--- config.mk ---
export PLATFORM = sky130hd
export DESIGN_NAME = debug_node
export DESIGN_NICKNAME = d
export VERILOG_FILES = /design/src/rtl/debug_node.sv
export SDC_FILE = /design/constraint.sdc
export NUM_CORES = 1
export LEC_CHECK = 0
export ABC_AREA = 1
export ABC_CLOCK_PERIOD_IN_PS = 2500
export BUFFER_PORTS_ARGS = -buffer_cell sky130_fd_sc_hd__buf_2
export CAP_MARGIN = 20
export CORE_MARGIN = 2
export CORE_UTILIZATION = 50
export CTS_BUF_LIST = sky130_fd_sc_hd__clkbuf_8 sky130_fd_sc_hd__clkbuf_16
export DETAILED_ROUTE_END_ITERATION = 8
export GPL_TIMING_DRIVEN = 0
export PLACE_DENSITY = 0.74
export SLEW_MARGIN = 40
export SYNTH_ARGS = -nofsm -noshare
export SYNTH_HDL_FRONTEND = slang
export SYNTH_SLANG_ARGS = --single-unit
--- constraint.sdc ---
create_clock -name clk -period 2.5 [get_ports clk]
set_input_delay 0.5 -clock clk [delete_from_list [all_inputs] [get_ports clk]]
set_output_delay 0.5 -clock clk [all_outputs]
set_load 0.05 [all_outputs]
--- src/rtl/debug_node.sv ---
// Store-and-forward serial debug node: receives a frame, applies local read/write, retransmits it.
// Optional build macro SERIAL_DEBUG_BROADCAST_EN: write frames to address 15'h7FFF update every node.
module debug_node #(
   parameter int          BITS    = 128,
   parameter logic [14:0] ADDRESS = 15'h0001
) (
   input  logic            clk,
   input  logic            rst_n,
   input  logic [7:0]      prescaler,
   input  logic            debug_rx_data,
   input  logic            debug_rx_clk,
   output logic            debug_tx_data,
   output logic            debug_tx_clk,
   input  logic [BITS-1:0] debug_in,
   output logic [BITS-1:0] debug_out,
   output logic            debug_out_valid,
   output logic            busy
);

   localparam int SF_BITS = BITS + 16;
   localparam int CW      = $clog2(SF_BITS + 1);

   typedef enum logic [1:0] {
      ST_IDLE    = 2'd0,
      ST_RX      = 2'd1,
      ST_PROCESS = 2'd2,
      ST_TX      = 2'd3
   } state_t;

   state_t               state_q;
   logic [2:0]           clk_sync_q;
   logic [1:0]           dat_sync_q;
   logic [SF_BITS-1:0]   frame_q;
   logic [CW-1:0]        bit_cnt_q;
   logic [CW-1:0]        tx_cnt_q;
   logic [7:0]           hp_cnt_q;
   logic                 tx_clk_q;
   logic                 tx_data_q;
   logic [BITS-1:0]      debug_out_q;
   logic                 debug_out_valid_q;
   logic                 busy_q;

   logic                 rx_rise_s;
   logic                 rx_bit_s;
   logic                 last_bit_s;
   logic                 frame_dir_s;
   logic [14:0]          frame_addr_s;
   logic                 bcast_s;
   logic                 wr_hit_s;
   logic                 rd_hit_s;
   logic [SF_BITS-1:0]   processed_s;
   logic [7:0]           presc_eff_s;

   // Synchronize the asynchronous serial inputs; the third clock stage gives the previous level.
   always_ff @(posedge clk) begin
      if (!rst_n) begin
         clk_sync_q <= 3'b111;
         dat_sync_q <= 2'b00;
      end else begin
         clk_sync_q <= {clk_sync_q[1:0], debug_rx_clk};
         dat_sync_q <= {dat_sync_q[0], debug_rx_data};
      end
   end

   // Decode the received frame and the local action it requests.
   always_comb begin
      rx_rise_s    = clk_sync_q[1] & ~clk_sync_q[2];
      rx_bit_s     = dat_sync_q[1];
      last_bit_s   = (bit_cnt_q == CW'(SF_BITS - 1));
      frame_dir_s  = frame_q[SF_BITS-1];
      frame_addr_s = frame_q[SF_BITS-2:BITS];
`ifdef SERIAL_DEBUG_BROADCAST_EN
      bcast_s      = (frame_addr_s == 15'h7FFF);
`else
      bcast_s      = 1'b0;
`endif
      wr_hit_s     = frame_dir_s & ((frame_addr_s == ADDRESS) | bcast_s);
      rd_hit_s     = ~frame_dir_s & (frame_addr_s == ADDRESS) & ~bcast_s;
      if (rd_hit_s) begin
         processed_s = {frame_q[SF_BITS-1:BITS], debug_in};
      end else begin
         processed_s = frame_q;
      end
      if (prescaler == 8'd0) begin
         presc_eff_s = 8'd1;
      end else begin
         presc_eff_s = prescaler;
      end
   end

   // Node FSM: receive, process for one cycle, then shift the frame out MSB first.
   always_ff @(posedge clk) begin
      if (!rst_n) begin
         state_q           <= ST_IDLE;
         frame_q           <= '0;
         bit_cnt_q         <= '0;
         tx_cnt_q          <= '0;
         hp_cnt_q          <= 8'd0;
         tx_clk_q          <= 1'b1;
         tx_data_q         <= 1'b0;
         debug_out_q       <= '0;
         debug_out_valid_q <= 1'b0;
         busy_q            <= 1'b0;
      end else begin
         debug_out_valid_q <= 1'b0;
         case (state_q)
            ST_IDLE: begin
               if (rx_rise_s) begin
                  frame_q   <= {frame_q[SF_BITS-2:0], rx_bit_s};
                  bit_cnt_q <= CW'(1);
                  state_q   <= ST_RX;
                  busy_q    <= 1'b1;
               end
            end
            ST_RX: begin
               if (rx_rise_s) begin
                  frame_q   <= {frame_q[SF_BITS-2:0], rx_bit_s};
                  bit_cnt_q <= bit_cnt_q + CW'(1);
                  if (last_bit_s) begin
                     state_q <= ST_PROCESS;
                  end
               end
            end
            ST_PROCESS: begin
               frame_q <= processed_s;
               if (wr_hit_s) begin
                  debug_out_q       <= frame_q[BITS-1:0];
                  debug_out_valid_q <= 1'b1;
               end
               bit_cnt_q <= '0;
               tx_cnt_q  <= '0;
               hp_cnt_q  <= presc_eff_s;
               tx_clk_q  <= 1'b1;
               state_q   <= ST_TX;
            end
            ST_TX: begin
               if (hp_cnt_q > 8'd1) begin
                  hp_cnt_q <= hp_cnt_q - 8'd1;
               end else begin
                  hp_cnt_q <= presc_eff_s;
                  if (tx_clk_q) begin
                     if (tx_cnt_q != CW'(SF_BITS)) begin
                        tx_data_q <= frame_q[SF_BITS-1];
                        frame_q   <= {frame_q[SF_BITS-2:0], 1'b0};
                        tx_cnt_q  <= tx_cnt_q + CW'(1);
                        tx_clk_q  <= 1'b0;
                     end
                  end else begin
                     tx_clk_q <= 1'b1;
                     // The rising edge just issued completes the frame once every bit has gone out.
                     if (tx_cnt_q == CW'(SF_BITS)) begin
                        state_q <= ST_IDLE;
                        busy_q  <= 1'b0;
                     end
                  end
               end
            end
            default: begin
               state_q  <= ST_IDLE;
               tx_clk_q <= 1'b1;
               busy_q   <= 1'b0;
            end
         endcase
      end
   end

   assign debug_tx_data   = tx_data_q;
   assign debug_tx_clk    = tx_clk_q;
   assign debug_out       = debug_out_q;
   assign debug_out_valid = debug_out_valid_q;
   assign busy            = busy_q;

endmodule

==> metrics.md <==
| Metric | Value |
|---|---|
| Post-CTS setup buffers | 0 |
| Hold Violations, Final | 0 |
| DRT Wirelength | 39400 um |
| Global-route wire length before repair | 63500 um |
| Worst EP required | 2900 ps |
| Final setup vio count | 0 |
| CTS resizes | 0 |
| Synth Net Count | 1982 |
| Worst slew pin tran | 913 ps |
| Ordered cell list for the critical path | inv_1, ha_1, buf_2, nand2_1, clkbuf_1, buf_2, nand3_1, nand2_1, nor2_1 |
| Maximum vdd drop | 0.000730 V |
| Cts bufs inserted | 34 |
| CTS root buf | clkbuf_16 |
| Post-Synth Adder-Cell Area | 0.847% |
| Kind of end point of the critical path | register |
| Distinct cell type count after synthesis | 38 |
| Internal Power | 12900 uW |
| Post-Syn Area | 0.0133 mm^2 |
| H-tree levels | 2 |
| Mean post-synth cell area | 7.26 um^2 |
| Layout Nets | 2288 |
| Routed via count | 13400 |
| Fin crit period | 2380 ps |
| Multi-input gate area | 0.00619 mm^2 |
| Setup crit start | state_q[0] |
| DR iter-0 viols | 1141 |
| Starting Density | 51.0% |
| Final Util | 62.4% |
| IO Pins | 272 |
| CTS tree | yes |
| Synth top area share | 46.2% |
| Max-capacitance violation count | 0 |
| Die ar. | 0.0279 mm^2 |
| Final ANT Viol Nets | 0 |
| Layout cells sized above 1 | 20.9% |
| Clk Latency, worst-skew pair | 500 ps |
| Area leader, netlist | dfxtp_1 |
| Register area | 0.00615 mm^2 |
| Wire per inst | 15.7 um |
| Multiplexer area fraction after synthesis | 0% |
| Crit path DAT | 2780 ps |
| Slew Viols, Final | 0 |
| Clock power share | 23.5% |
| PwrDens | 1340 mW/mm^2 |
| Initial antenna violation count | 10 |
| Pin count of the biggest net entering global routing | 14 |
| Worst reg2reg startpoint | state_q[0] |
| Fin crit share | 95.2% |
| Top cells by area, synth | dfxtp_1 46%, nor2_1 16%, a22oi_1 7.2% |
| GRT Residual Overflow | 0 |
| Max Freq | 0.420 GHz |
| CTS max path bufs | 3 |
| Post-route cell area | 0.0163 mm^2 |
| Leakage | 0.00797 uW |
| Residual DRC | 0 |
| Complex-gate fraction of the synthesized area | 14.0% |
| Non-Filler Instances | 2508 |
| Largest family of logic cells by synthesized area | simple AND/OR/NAND/NOR gates |
| Die W | 167 um |
| Slew margin rel. | 39.1% |
| Crit Path Category | register to register |
| Synth Instances | 1833 |
| Switching share of power | 40.8% |
| Synthesis Warnings | 0 |
| Switching power | 8880 uW |
| Xor/xnor share of the synthesized area | 0.461% |
| PortBufs | 270 |
| CP peak stage delay | 690 ps |
| Placed cell count | 2438 |
| Hold Crit Start | debug_rx_data |
| Combinational share of power | 43.2% |
| Sequential cell area fraction in the yosys report | 46.2% |
| Fillers | 2446 |
| Vias per cell | 5.36 |
| Critical-path top delay cell | clkbuf_1 |
| Area growth syn-to-layout | 22.2% |
| GRT Resource Usage Total | 27.4% |
| Setup TNS | 0 ps |
| Drt pass-1 iters | 5 |
| Sequential Power Share | 33.4% |
| Worst hold slack | 184 ps |
| Core area | 0.0261 mm^2 |
| GP Congestion | 0.919 |
| Startpoint types | register |
| Vias in the first global route | 12600 |
| HP Class | input pin to register |
| Outcome | completed |
| Clock transition at path regs | 60 ps |
| Post-DP HPWL | 27500 um |
| CTS Hold Buffers Added | 0 |
| Clk_skew | 12.5 ps |
| Post-place instance area | 0.0151 mm^2 |
| Synth Register Bits | 307 |
| Die span in y | 167 um |
| CTS sink cnt | 307 |
| Synth Area in Simple Gates | 31.3% |
| Std cell rows | 59 |
| CP max FO | 10 |
-- placed cells by master (no fill, tap or decap), types with 51 or more instances in the layout --
cell	instances
a22oi_1	128
nand3_1	146
o21ai_0	143
nor2_1	551
buf_2	304
nand2_1	235
dfxtp_1	307
inv_1	69
clkbuf_1	70
nor2_2	51
-- flip-flops by register name, indices dropped and copies added, names as in the netlist --
signal,cells
busy,1
debug_out_valid,1
debug_tx_data,1
dat_sync_q,2
clk_sync_q,3
frame_q,144
state_q,2
tx_cnt_q,8
debug_tx_clk,1
debug_out,128
bit_cnt_q,8
hp_cnt_q,8
-- per-stage QoR --
step,total power (uW),worst slack (ps)
finish,21800,120
global route,23500,-15.8
CTS,21700,90.7
detailed placement,16600,113
global placement,16300,53.1
floorplan,14500,634
-- routing by layer --
layer  GRT usage [%]  vias to the layer above  routed length (um)
met3            5.46                       83                3220
met5               0                        -                  27
met1            37.3                     6237               17200
met4            9.41                        4                1220
li1                -                     6607                   -
met2            43.7                      511               17700
-- cells by family (layout without fill, tap and decap cells) --
kind of cell	Yosys count	count (layout)
compound gates	303	303
xor+xnor	7	7
fa+ha+maj	9	9
buf+inv	203	534
flops	307	307
other cells	0	9
simple gates	1004	1004
-- area by class of cell --
type,count,share of cell area [%]
Sequential cell,307,37.8
Antenna cell,9,0.139
Buffer,136,4.41
Inverter,67,1.57
Tap cell,335,2.58
Clock inverter,17,0.793
Multi-Input combinational cell,1323,38.1
Timing Repair Buffer,270,8.31
Clock buffer,44,6.29
-- power by group through the flow --
stage	Clock (uW)	Sequential [uW]	Combinational, uW
floorplan	0	7110	7350
global placement	0	7280	9020
detailed placement	0	7320	9230
CTS	5160	7240	9330
global route	5380	7420	10700
finish	5110	7270	9400
-- final timing paths --
kind                        end  slack, ps  depth (start not counted)
setup / recovery    frame_q[58]        120                          9
hold / removal    dat_sync_q[0]        180                          3
setup reg to reg    frame_q[58]        120                          9
hold reg to reg   clk_sync_q[1]        410                          1
-- cell usage after synthesis, drive strengths merged --
master and count:
o21bai 2, or2 4, o21ai 147, ha 9
a22oi 128, o211ai 2, nand3b 1, clkinv 1
nand3 149, nor2 603, nand2 236, clkbuf 76
a21oi 23, nand4 8, xor2 5, o22ai 1
dfxtp 307, xnor2 2, buf 60, inv 66
nor3 3
-- worst max-delay path: cells and delay by family (launching register included) --
family	cells	cell delay (ps)
flops	1	410
fa+ha+maj	1	190
simple gates	4	340
buf+inv	4	1340
(Power assumes the default switching activity.)
